==> src/rtl/sca_trace_sequencer.sv <==
// sca_trace_sequencer: shifts a config word into a serial receiver, settles, then emits a counted flip_clk burst with scope trigger.
module sca_trace_sequencer #(
  parameter int CFG_LEN    = 16,
  parameter int SETTLE_CYC = 4
) (
  input  logic               clk,
  input  logic               reset,
  input  logic               start,
  input  logic               abort,
  input  logic [CFG_LEN-1:0] cfg_word,
  input  logic [7:0]         toggle_count,
  input  logic [7:0]         half_period,
  output logic               ser_clk,
  output logic               ser_data,
  output logic               flip_clk,
  output logic               trigger,
  output logic               busy,
  output logic               done
);
  localparam int IW = (CFG_LEN > 1) ? $clog2(CFG_LEN) : 1;
  typedef enum logic [2:0] {IDLE, LOAD, SETTLE, TOGGLE, DONE} state_t;
  state_t             state, state_n;
  logic [CFG_LEN-1:0] cfg_q, cfg_n;
  logic [7:0]         tc_q, tc_n, hp_q, hp_n, cnt, cnt_n;
  logic [IW-1:0]      bit_idx, bit_n;
  logic               phase, phase_n;
  logic [8:0]         edges, edges_n;
  logic               ser_clk_n, ser_data_n, flip_n, trigger_n, done_n;
  // State, captured run parameters and registered outputs; outputs are loaded with the values of the state being entered.
  always_ff @(posedge clk or negedge reset) begin
    if (!reset) begin
      state    <= IDLE;
      cfg_q    <= '0;
      tc_q     <= '0;
      hp_q     <= '0;
      cnt      <= '0;
      bit_idx  <= '0;
      phase    <= 1'b0;
      edges    <= '0;
      ser_clk  <= 1'b0;
      ser_data <= 1'b0;
      flip_clk <= 1'b0;
      trigger  <= 1'b0;
      busy     <= 1'b0;
      done     <= 1'b0;
    end else begin
      state    <= state_n;
      cfg_q    <= cfg_n;
      tc_q     <= tc_n;
      hp_q     <= hp_n;
      cnt      <= cnt_n;
      bit_idx  <= bit_n;
      phase    <= phase_n;
      edges    <= edges_n;
      ser_clk  <= ser_clk_n;
      ser_data <= ser_data_n;
      flip_clk <= flip_n;
      trigger  <= trigger_n;
      busy     <= state_n != IDLE;
      done     <= done_n;
    end
  end
  // Next state and next output values; abort overrides every transition, all outputs default low.
  always_comb begin
    state_n    = state;
    cfg_n      = cfg_q;
    tc_n       = tc_q;
    hp_n       = hp_q;
    cnt_n      = cnt;
    bit_n      = bit_idx;
    phase_n    = phase;
    edges_n    = edges;
    ser_clk_n  = 1'b0;
    ser_data_n = 1'b0;
    flip_n     = 1'b0;
    trigger_n  = 1'b0;
    done_n     = 1'b0;
    if (state != IDLE && abort) state_n = IDLE;
    else begin
      case (state)
        IDLE: if (start) begin
          state_n    = LOAD;
          cfg_n      = cfg_word;
          tc_n       = toggle_count;
          hp_n       = half_period;
          bit_n      = '0;
          phase_n    = 1'b0;
          ser_clk_n  = 1'b1;
          ser_data_n = cfg_word[CFG_LEN-1];
        end
        LOAD: if (!phase) begin
          phase_n    = 1'b1;
          ser_data_n = cfg_q[CFG_LEN-1];
        end else if (bit_idx == IW'(CFG_LEN-1)) begin
          state_n = SETTLE;
          cnt_n   = '0;
        end else begin
          phase_n    = 1'b0;
          bit_n      = bit_idx + 1'b1;
          cfg_n      = {cfg_q[CFG_LEN-2:0], 1'b0};
          ser_clk_n  = 1'b1;
          ser_data_n = cfg_q[CFG_LEN-2];
        end
        SETTLE: if (cnt == 8'(SETTLE_CYC-1)) begin
          cnt_n     = '0;
          edges_n   = '0;
          state_n   = (tc_q == 8'd0) ? DONE : TOGGLE;
          done_n    = tc_q == 8'd0;
          trigger_n = tc_q != 8'd0;
        end else cnt_n = cnt + 8'd1;
        TOGGLE: if (cnt == hp_q) begin
          cnt_n   = '0;
          edges_n = edges + 9'd1;
          if (edges + 9'd1 == {tc_q, 1'b0}) begin
            state_n = DONE;
            done_n  = 1'b1;
          end else begin
            trigger_n = 1'b1;
            flip_n    = ~flip_clk;
          end
        end else begin
          cnt_n     = cnt + 8'd1;
          trigger_n = 1'b1;
          flip_n    = flip_clk;
        end
        DONE: state_n = IDLE;
        default: state_n = IDLE;
      endcase
    end
  end
endmodule

==> config.mk <==
export PLATFORM = sky130hd
export DESIGN_NAME = sca_trace_sequencer
export DESIGN_NICKNAME = d
export VERILOG_FILES = /design/src/rtl/sca_trace_sequencer.sv
export SDC_FILE = /design/constraint.sdc
export NUM_CORES = 1
export LEC_CHECK = 0
export ABC_CLOCK_PERIOD_IN_PS = 2230
export CAP_MARGIN = 20
export CORE_MARGIN = 2
export CORE_UTILIZATION = 35
export CTS_BUF_LIST = sky130_fd_sc_hd__clkbuf_16
export DETAILED_ROUTE_END_ITERATION = 12
export PLACE_DENSITY = 0.58
export SLEW_MARGIN = 30
export SYNTH_ARGS = -nofsm -noshare
export SYNTH_HDL_FRONTEND = slang
export SYNTH_SLANG_ARGS = --single-unit
==> constraint.sdc <==
create_clock -name clk -period 2.23 [get_ports clk]
set_input_delay 0.3345 -clock clk [delete_from_list [all_inputs] [get_ports clk]]
set_output_delay 0.3345 -clock clk [all_outputs]
set_load 0.01 [all_outputs]
==> results.json <==
{
  "powerDensity_nw_per_um2": 1070,
  "final_cell_mix": "dfrtp_1, buf_4, clkdlybuf4s50_1",
  "antenna_found_initial": 0,
  "vias": 2654,
  "p_total_mw": 4.80,
  "first_iter_violations": 116,
  "post-place-ws_ns": -0.0213,
  "place_congestion": 0.865,
  "violations": "negative hold slack",
  "cp_data_required_time_ns": 2.45,
  "die_h_um": 101,
  "synth_edf_count": 0,
  "async_flop_share": 1.00,
  "viasPerCell": 5.11,
  "rsz0062_at_grt": "true",
  "io_buffers": 41,
  "gr-total-overflow": 0,
  "setup-violations-final": 0,
  "fillers": 841,
  "fmaxAchievable_mhz": 453,
  "ir_drop_mv": 0.497,
  "cp_slowest_stage_delay_ns": 0.39,
  "worst-path-stages": 8,
  "grt_first_pass_wirelength_mm": 12.8,
  "max_slew_margin": 0.611,
  "synth_area_um2": 3280,
  "drive_above_1_share": 0.245,
  "wl_per_cell_um": 14.4,
  "stdcell_count": 519,
  "numCtsBuffers": 9,
  "clock_skew_ns": 0.00712,
  "crit_chain": "ha_4 > nand3_1 > or3_1 > a211o_1 > nor4_4 > mux2i_2 > a2111oi_4 > o21bai_1",
  "dp_hpwl_mm": 5.25,
  "cts_tree": "done",
  "drc": 0,
  "diodes": 0,
  "cp_data_arrival_time_ns": 2.43,
  "timing.final.max_slew_violations": 0,
  "synth_fp_nets": 357,
  "dp_cells": 497,
  "status": "complete, but fails checks",
  "setup_ws_ns": 0.0229,
  "crit_path_max_fanout": 3,
  "clkLatencyLatePin_ns": 0.34,
  "num_rows": 35,
  "synth_warnings": 0,
  "cap_violations": 0,
  "critPathKind": "register to register",
  "reg2reg_depth": 8,
  "grt_use_total": 0.161,
  "final_core_util": 0.491,
  "synth.avg_cell_area_um2": 10.3,
  "seq_area_frac_synth": 0.480,
  "reg2reg_from": "edges[1]",
  "place_area_um2": 4100,
  "setup_tns_ns": 0,
  "hold_path.class": "primary input to asynchronous set/reset pin",
  "clk_pin_slew_ns": 0.06,
  "syn_to_final_growth_pct": 36.9,
  "worst_pin_slew_ns": 0.584,
  "dieArea_um2": 10200,
  "ant_nets": 0,
  "die_x_um": 101,
  "crit_path_start_kind": "register",
  "cts.sinks": 63,
  "dr.pass1.iters": 4,
  "postLayoutCellArea_um2": 4490,
  "final_common_cell": "dfrtp_1",
  "crit_slowest_cell": "dfrtp_1",
  "hold_viol": 3,
  "cp_top_family": "compound AO/OA/AOI/OAI gates",
  "clock_path_buffers": 2,
  "ys_ff_latch": 63,
  "synth_flop_cell": "dfrtp_1",
  "fin_nets": 442,
  "cts_max_level": 3,
  "worst_hold_slack_ns": -0.00563,
  "r2r-end": "busy",
  "yosysUniqueCellTypes": 52,
  "design.core.area_um2": 9150,
  "grt_max_degree": 64,
  "io_pins": 42,
  "syn_inst": 318,
  "path_buf_inv": 0,
  "drt-total-wl_mm": 7.46,
  "first_global_vias": 2635,
  "p_leak_nw": 1.93,
  "initial_utilization": 0.359,
  "clockRootBuffer": "clkbuf_16",
  "period_needed_ns": 2.21,
  "finalCritPeriodShare": 0.990,
  "end_kind": "register",
  "ff2ff_setup_slack_ns": 0.02
}
-- state kept, by name, indices dropped and copies added, names as in the netlist --
register,cells
bit_idx,4
edges,9
cnt,8
phase,1
trigger,1
hp_q,8
tc_q,8
ser_clk,1
busy,1
cfg_q,16
flip_clk,1
ser_data,1
state,3
done,1
-- worst max path at each step --
stage                   from  endpoint
detailed placement    cnt[0]    cnt[7]
global placement      cnt[0]    cnt[7]
finish              edges[1]      busy
floorplan           edges[1]      busy
global route         hp_q[4]      busy
CTS                   cnt[0]      busy
-- cells by family after synthesis --
| kind of cell | after synthesis | synth area share |
|---|---|---|
| AOI/OAI and AO/OA | 72 | 0.148 |
| adders and majority gates | 3 | 0.0114 |
| and+or+nand+nor | 106 | 0.169 |
| xor gates and xnor gates | 21 | 0.0560 |
| muxes | 32 | 0.105 |
| buffers and inverters | 21 | 0.0297 |
| DFF | 63 | 0.480 |
-- routing by layer --
layer / vias to the layer above / GRT usage / part of all wire / wire length, um
met3: 8 / 0.0409 / 0.033 / 247
met4: 0 / 0.0537 / 0.012 / 91
li1: 1327 / - / - / -
met5: - / 0 / 0 / 0
met2: 37 / 0.260 / 0.48 / 3570
met1: 1282 / 0.210 / 0.48 / 3540
-- area by class of cell --
class	instances	area [um^2]	share of cell area
Clock inverter	7	81.3	0.0181
Inverter	8	30.0	0.00669
Timing Repair Buffer	87	776	0.173
Multi-Input combinational cell	234	1660	0.370
Sequential cell	63	1580	0.352
Tap cell	111	139	0.0309
Clock buffer	9	225	0.0501
-- synthesized netlist by cell type (all sizes together) (9+ instances only) --
library cell  instances  share of area
dfrtp                63           0.48
nor2                 37          0.042
o21ai                23          0.035
a21oi                19          0.029
mux2                 17          0.058
xnor2                16          0.043
mux2i                15          0.047
nand2                14          0.016
nand3                11          0.018
buf                   9          0.016
-- timing repair --
item                                   4_1_cts  5_1_grt
pin swaps                                    0        8
endpoints found under the hold margin        0        0
hold buffers                                 0        0
gates resized for setup                      4        5
setup buffers                                0        6
setup endpoints to repair                    3       18
-- power breakdown --
part / switching, mW / internal (mW) / total, mW
Clock: 0.567 / 0.878 / 1.44
Combinational: 0.717 / 0.840 / 1.56
Sequential: 0.282 / 1.51 / 1.79
Total: 1.57 / 3.23 / 4.80
(Power assumes the default switching activity.)
